File: config.mk
export PLATFORM = sky130hd
export DESIGN_NAME = bandai_mapper_gen2
export DESIGN_NICKNAME = d
export VERILOG_FILES = /design/src/rtl/bandai_mapper_gen2.sv
export SDC_FILE = /design/constraint.sdc
export NUM_CORES = 1
export LEC_CHECK = 0
export CAP_MARGIN = 10
export CORE_MARGIN = 2
export CORE_UTILIZATION = 25
export CTS_CLUSTER_DIAMETER = 30
export DETAILED_ROUTE_END_ITERATION = 10
export HOLD_SLACK_MARGIN = 0.06
export PLACE_DENSITY_LB_ADDON = 0.3
export SLEW_MARGIN = 20
export SYNTH_ARGS = -nofsm -noshare
export SYNTH_HDL_FRONTEND = slang
export SYNTH_SLANG_ARGS = --single-unit
File: constraint.sdc
create_clock -name CLK -period 3 [get_ports CLK]
set_input_delay 0.3 -clock CLK [delete_from_list [all_inputs] [get_ports CLK]]
set_output_delay 0.3 -clock CLK [all_outputs]
set_load 0.05 [all_outputs]
File: src/rtl/bandai_mapper_gen2.sv
// Cartridge mapper: address-key unlock, serial auth bitstream on SO, bank registers and relock.
// Define MAPPER_GPIO_EN to add the IOCTL/IOSCN GPIO registers at 0xCC/0xCD.
module bandai_mapper_gen2 #(
  parameter int                      NUM_ROM_BANKS = 2,
  parameter int                      BANK_W        = 8,
  parameter int                      RADDR_W       = 7,
  parameter int                      UNLOCK_LEN    = 2,
  parameter logic [8*UNLOCK_LEN-1:0] UNLOCK_KEY    = 16'hA55A,
  parameter int                      SO_LEN        = 18,
  parameter logic [SO_LEN-1:0]       SO_PATTERN    = 18'h05140,
  parameter logic [7:0]              RELOCK_VAL    = 8'hA5
`ifdef MAPPER_GPIO_EN
  ,
  parameter int                      IO_W          = 4
`endif
) (
  input  logic               CLK,
  input  logic               RSTn,
  input  logic               CEn,
  input  logic               SSn,
  input  logic               OEn,
  input  logic               WEn,
  input  logic [7:0]         ADDR,
  input  logic [7:0]         DQ_I,
  output logic [7:0]         DQ_O,
  output logic               DQ_OE,
  output logic               SO,
  output logic               SO_OE,
  output logic               ROMCEn,
  output logic               RAMCEn,
  output logic [RADDR_W-1:0] RADDR
`ifdef MAPPER_GPIO_EN
  ,
  input  logic [IO_W-1:0]    IO_I,
  output logic [IO_W-1:0]    IO_O,
  output logic [IO_W-1:0]    IO_OE
`endif
);

  localparam int         CNT_W  = $clog2(SO_LEN + 1);
  localparam logic [7:0] A_LAO  = 8'hC0;
  localparam logic [7:0] A_RAM  = 8'hC1;
  localparam logic [7:0] A_ROM0 = 8'hC2;
  localparam logic [7:0] A_STAT = 8'hCF;

  typedef enum logic [1:0] {
    ST_LOCKED,
    ST_STREAM,
    ST_OPEN
  } state_t;

  state_t                          state_q, state_d;
  logic [3:0]                      step_q, step_d;
  logic [SO_LEN-1:0]               sr_q, sr_d;
  logic [CNT_W-1:0]                cnt_q, cnt_d;
  logic                            wr_pend_q, wr_pend_d;
  logic [7:0]                      wr_addr_q, wr_addr_d;
  logic [7:0]                      wr_data_q, wr_data_d;
  logic [BANK_W-1:0]               lao_q, lao_d;
  logic [BANK_W-1:0]               ram_bank_q, ram_bank_d;
  logic [NUM_ROM_BANKS*BANK_W-1:0] rom_banks;

  logic              unlocked, streaming, sel, cap, commit, relock;
  logic [BANK_W-1:0] wr_bank;
  logic [7:0]        cur_key, status, rd_val;
  logic              rd_hit, rce, ram_sel, rom_sel;
  logic [3:0]        seg;
  logic [RADDR_W-1:0] raddr_v;

  assign unlocked  = (state_q != ST_LOCKED);
  assign streaming = (state_q == ST_STREAM);
  assign sel       = ~SSn | ~CEn;
  assign status    = {unlocked, streaming, 2'b00, step_q};
  assign wr_bank   = BANK_W'(wr_data_q);

  // Each low-WEn cycle overwrites the capture; the first high-WEn cycle commits it once.
  assign cap    = unlocked & sel & ~WEn;
  assign commit = wr_pend_q & WEn;
  assign relock = commit & (wr_addr_q == A_STAT) & (wr_data_q == RELOCK_VAL);

  always_comb begin
    wr_pend_d = wr_pend_q;
    wr_addr_d = wr_addr_q;
    wr_data_d = wr_data_q;
    if (cap) begin
      wr_pend_d = 1'b1;
      wr_addr_d = ADDR;
      wr_data_d = DQ_I;
    end else if (commit) begin
      wr_pend_d = 1'b0;
    end
  end

  always_comb begin
    lao_d      = lao_q;
    ram_bank_d = ram_bank_q;
    if (commit && (wr_addr_q == A_LAO)) lao_d = wr_bank;
    if (commit && (wr_addr_q == A_RAM)) ram_bank_d = wr_bank;
  end

  for (genvar gi = 0; gi < NUM_ROM_BANKS; gi++) begin : g_rom_bank
    logic [BANK_W-1:0] bank_q, bank_d;

    always_comb begin
      bank_d = bank_q;
      if (commit && (wr_addr_q == 8'(A_ROM0 + gi))) bank_d = wr_bank;
    end

    always_ff @(posedge CLK or negedge RSTn) begin
      if (!RSTn) bank_q <= '1;
      else       bank_q <= bank_d;
    end

    assign rom_banks[gi*BANK_W +: BANK_W] = bank_q;
  end

  always_comb begin
    cur_key = UNLOCK_KEY[7:0];
    for (int i = 0; i < UNLOCK_LEN; i++) begin
      if (step_q == 4'(i)) cur_key = UNLOCK_KEY[8*i +: 8];
    end
  end

  // Relock has priority over any key progress or stream activity on the same edge.
  always_comb begin
    state_d = state_q;
    step_d  = step_q;
    sr_d    = sr_q;
    cnt_d   = cnt_q;
    if (relock) begin
      state_d = ST_LOCKED;
      step_d  = 4'd0;
      sr_d    = '1;
    end else begin
      case (state_q)
        ST_LOCKED: begin
          if (ADDR == cur_key) begin
            if (step_q == 4'(UNLOCK_LEN - 1)) begin
              state_d = ST_STREAM;
              step_d  = 4'd0;
              sr_d    = SO_PATTERN;
              cnt_d   = CNT_W'(SO_LEN);
            end else begin
              step_d = step_q + 4'd1;
            end
          end
        end
        ST_STREAM: begin
          sr_d  = SO_LEN'({1'b1, sr_q} >> 1);
          cnt_d = cnt_q - CNT_W'(1);
          if (cnt_q == CNT_W'(1)) state_d = ST_OPEN;
        end
        ST_OPEN: begin
        end
        default: state_d = ST_LOCKED;
      endcase
    end
  end

  always_ff @(posedge CLK or negedge RSTn) begin
    if (!RSTn) begin
      state_q    <= ST_LOCKED;
      step_q     <= 4'd0;
      sr_q       <= '1;
      cnt_q      <= '0;
      wr_pend_q  <= 1'b0;
      wr_addr_q  <= 8'h00;
      wr_data_q  <= 8'h00;
      lao_q      <= '1;
      ram_bank_q <= '1;
    end else begin
      state_q    <= state_d;
      step_q     <= step_d;
      sr_q       <= sr_d;
      cnt_q      <= cnt_d;
      wr_pend_q  <= wr_pend_d;
      wr_addr_q  <= wr_addr_d;
      wr_data_q  <= wr_data_d;
      lao_q      <= lao_d;
      ram_bank_q <= ram_bank_d;
    end
  end

`ifdef MAPPER_GPIO_EN
  logic [IO_W-1:0] ioctl_q, ioctl_d;
  logic [IO_W-1:0] ioscn_q, ioscn_d;

  always_comb begin
    ioctl_d = ioctl_q;
    ioscn_d = ioscn_q;
    if (commit && (wr_addr_q == 8'hCC)) ioctl_d = IO_W'(wr_data_q);
    if (commit && (wr_addr_q == 8'hCD)) ioscn_d = IO_W'(wr_data_q);
  end

  always_ff @(posedge CLK or negedge RSTn) begin
    if (!RSTn) begin
      ioctl_q <= '0;
      ioscn_q <= '0;
    end else begin
      ioctl_q <= ioctl_d;
      ioscn_q <= ioscn_d;
    end
  end

  assign IO_OE = ioctl_q;
  assign IO_O  = ioscn_q;
`endif

  always_comb begin
    rd_hit = 1'b0;
    rd_val = 8'h00;
    if (ADDR == A_LAO) begin
      rd_hit = 1'b1;
      rd_val = 8'(lao_q);
    end
    if (ADDR == A_RAM) begin
      rd_hit = 1'b1;
      rd_val = 8'(ram_bank_q);
    end
    for (int i = 0; i < NUM_ROM_BANKS; i++) begin
      if (ADDR == 8'(A_ROM0 + i)) begin
        rd_hit = 1'b1;
        rd_val = 8'(rom_banks[i*BANK_W +: BANK_W]);
      end
    end
    if (ADDR == A_STAT) begin
      rd_hit = 1'b1;
      rd_val = status;
    end
`ifdef MAPPER_GPIO_EN
    if (ADDR == 8'hCC) begin
      rd_hit = 1'b1;
      rd_val = 8'(ioctl_q);
    end
    if (ADDR == 8'hCD) begin
      // Output-enabled pins read back their driven value, the rest read the pad.
      rd_hit = 1'b1;
      rd_val = 8'((ioctl_q & ioscn_q) | (~ioctl_q & IO_I));
    end
`endif
  end

  assign DQ_OE = unlocked & sel & ~OEn & WEn & rd_hit;
  assign DQ_O  = DQ_OE ? rd_val : 8'h00;

  assign seg     = ADDR[7:4];
  assign rce     = unlocked & SSn & ~CEn;
  assign ram_sel = rce & (seg == 4'd1);
  assign rom_sel = rce & (seg >= 4'd2);

  // Segments beyond the direct ROM banks form their address from LAO plus the segment.
  always_comb begin
    raddr_v = '0;
    if (ram_sel) begin
      raddr_v = RADDR_W'(ram_bank_q);
    end else if (rom_sel) begin
      raddr_v = RADDR_W'({lao_q[RADDR_W-5:0], seg});
      for (int i = 0; i < NUM_ROM_BANKS; i++) begin
        if (seg == 4'(2 + i)) raddr_v = RADDR_W'(rom_banks[i*BANK_W +: BANK_W]);
      end
    end
  end

  assign RADDR  = raddr_v;
  assign RAMCEn = ~ram_sel;
  assign ROMCEn = ~rom_sel;
  assign SO     = streaming ? sr_q[0] : 1'b1;
  assign SO_OE  = RSTn;

endmodule
==> impl_metrics.py <==
metrics = {
    "clock_tree": {
        "insertion_delay_ns": 0.33,
        "clk_pin_slew_ns": 0.06,
        "cts_hold_repair.buffers": 0,
        "cts_resized": 0,
        "cts_root_buf": "clkbuf_16",
        "clockBufferDepth": 2,
        "cts_tree": "done",
        "postCtsSetupRepairBufs": 0,
        "cts_made_buffers": 9,
        "clkSinkCount": 78,
        "htree_levels": 3,
    },
    "sta": {
        "min_period_ns": 2.734,
        "finalHoldViolations": 0,
        "rsz0062_at_grt": "no",
        "tightest_slew_ns": 0.8280,
        "fin_skew_ns": 0.006316,
        "setup_viol": 0,
        "fmax_ghz": 0.3658,
        "slew_violations": 0,
        "slew_headroom_pct": 44.60,
        "finalCritPeriodShare_pct": 91.13,
        "tns_ns": 0,
    },
    "final_layout": {
        "multi_input_area_mm2": 0.001819,
        "stdcell_count": 595,
        "nets": 405,
        "area_growth_pct": 29.60,
        "n_antenna_cell": 0,
        "regArea_mm2": 0.002014,
        "fillerInstances": 1570,
        "drive_gt1_share_pct": 42.45,
    },
    "routing": {
        "wirelength_mm": 10.16,
        "wl_per_cell_um": 17.07,
        "maxUsedRoutingLayer": "met4",
        "routed-wl-met2_mm": 4.612,
        "met3_length_um": 450,
        "drtPass1Iterations": 4,
        "drc_errors": 0,
        "viasPerCell": 4.869,
        "antenna_left": 0,
        "met1_length_mm": 5.051,
        "num_vias": 2897,
        "drtIter0Drc": 172,
    },
    "synth": {
        "synth_top_area_cell": "dfstp_2",
        "synthCells": 330,
        "ys_seq_area_share_pct": 51.03,
        "avgSynthCellArea_um2": 11.96,
        "synth_flop_cell": "dfstp_2",
        "synth.cell_area_mm2": 0.003948,
        "ys_async_sr_fraction_pct": 100.0,
        "ys_warn_count": 0,
        "synth.distinct_cells": 54,
        "synth_edf_count": 0,
        "synth_top_area_share_pct": 33.28,
        "syn-num-nets": 356,
        "synth-seq-cells": 78,
        "synth_area_leaders": "dfstp_2 (33%), dfrtp_1 (18%), mux2_2 (14%), mux4_2 (4.6%), a221o_1 (3.3%)",
    },
    "place": {
        "place_congestion": 0.7593,
        "dpl.hpwl_mm": 7.095,
        "dp.cells": 579,
        "io_buffers": 41,
    },
    "global_routing": {
        "overflow": 0,
        "grt_max_degree": 79,
        "antenna_found_initial": 0,
        "gr-usage-all-layers_pct": 12.76,
        "grt_pass1_wl_mm": 16.26,
        "grt_pass1_vias": 2863,
    },
    "floorplanning": {
        "core_mm2": 0.01531,
        "start_util_pct": 25.78,
        "fp.dieW_um": 129.7,
        "die_h_um": 129.7,
        "num_io_pins": 42,
        "fp-row-count": 45,
        "dieArea_mm2": 0.01681,
    },
    "setup_path": {
        "timing.rr.start": "wr_addr_q[5]",
        "path_depth": 6,
        "start_kind": "input pin",
        "crit_path_max_incr_delay_ns": 0.67,
        "worstSetupPathType": "input pin to primary output",
        "path_buf_inv": 2,
        "worst_path_most_repeated_cell": "o21ai_0",
        "slowest_stage": "nor2_1",
        "ff2ff_setup_slack_ns": 0.62,
        "arrival_ns": 2.43,
        "startpoint": "ADDR[6]",
        "critPathTopFamily": "simple AND/OR/NAND/NOR gates",
        "critical_path_required_ns": 2.70,
        "reg2regPathDepth": 6,
        "path_cells": "clkdlybuf4s50_1 -> nor2_1 -> nand3_1 -> o21ai_0 -> o21ai_0 -> buf_12",
        "endpoint_kind": "primary output",
        "worst-path-max-fanout": 13,
    },
    "power": {
        "p_leak_nw": 2.006,
        "ir_drop_uv": 292.7,
        "p_per_area_mw_per_mm2": 691.8,
    },
    "min_path": {
        "holdCritPathClass": "input pin to async pin",
    },
    "job": {
        "drv_cap": 0,
    },
    "status": {
        "status": "finished clean",
    },
}
## Yosys cell counts, types with 6 or more instances
library cell / instances
nor2b_1: 8
inv_1: 9
nand2_1: 19
a21oi_1: 8
dfstp_2: 50
nand3_1: 6
clkbuf_1: 15
dfrtp_1: 28
mux4_2: 8
o21ai_0: 20
a221o_1: 13
mux2_2: 48
a22oi_1: 7
nor2_1: 23
## registers in the layout (all words and copies together) (netlist names), 2 cells and up
signal / flops
cnt_q: 5
lao_q: 8
wr_addr_q: 8
g_rom_bank.bank_q: 16
wr_bank: 8
sr_q: 18
ram_bank_q: 8
step_q: 4
state_q: 2
## final cells by class
class / count / area share [%]
Clock buffer: 11 / 4.549
Clock inverter: 5 / 1.125
Inverter: 9 / 0.6603
Multi-Input combinational cell: 223 / 35.56
Sequential cell: 78 / 39.37
Tap cell: 211 / 5.160
Timing Repair Buffer: 58 / 13.57
## cells in the final DEF (no fill, tap or decap), drive strengths merged, types with 3 or more instances in the layout
master and count:
dfstp 50, mux2 48, buf 36, dfrtp 28, nor2 23, clkdlybuf4s50 22, o21ai 21, nand2 19
a221o 13, inv 11, clkbuf 11, mux4 8, nor2b 8, a21oi 8, a22oi 7, nor3 7
nand3 6, nor3b 5, o21bai 4, ha 4, nand2b 3, or3 3, or4b 3
## power by group
group	switching, mW	internal, mW	total, mW	leakage, nW
combinational	0.407	0.422	0.828	0.997
clock	0.429	0.647	1.08	0.140
sequential	0.269	1.37	1.64	0.869
total	1.10	2.43	3.54	2.01
## kinds of logic after synthesis
group | after synthesis | share of synthesized area, %
compound gates | 67 | 12.01
buf+inv | 29 | 3.106
mux | 57 | 18.51
flops | 78 | 51.03
simple gates | 95 | 14.07
fa+ha+maj | 4 | 1.268
## per-layer routing
metal | vias up | GRT usage, %
li1 | 1323 | -
met1 | 1512 | 18.66
met2 | 58 | 19.00
met3 | 4 | 3.097
met4 | 0 | 3.036
met5 | - | 0
## worst paths after layout
| path | to |
|---|---|
| min in group CLK | wr_addr_q[7] |
| setup / recovery | RADDR[6] |
| max in group asynchronous | wr_addr_q[1] |
| setup reg to reg | lao_q[5] |
| hold reg to reg | wr_addr_q[7] |
| hold / removal | cnt_q[2] |
## per-stage QoR
| step | cell area [um^2] | hold slack, ns | power (mW) | setup slack (ns) | util, % |
|---|---|---|---|---|---|
| after CTS | 5112 | 0.2675 | 3.564 | 0.2520 | 33.38 |
| after global routing | 5116 | 0.1565 | 3.749 | 0.04715 | 33.41 |
| after detailed placement | 4822 | 0.4883 | 2.477 | 0.3549 | 31.49 |
| after global placement | 4822 | 0.4858 | 2.439 | 0.3570 | 31.49 |
| after floorplan | 3948 | 0.004409 | 2.165 | 0.2996 | - |
| final | 5116 | 0.09521 | 3.540 | 0.2661 | 33.41 |
(Power assumes the default switching activity.)
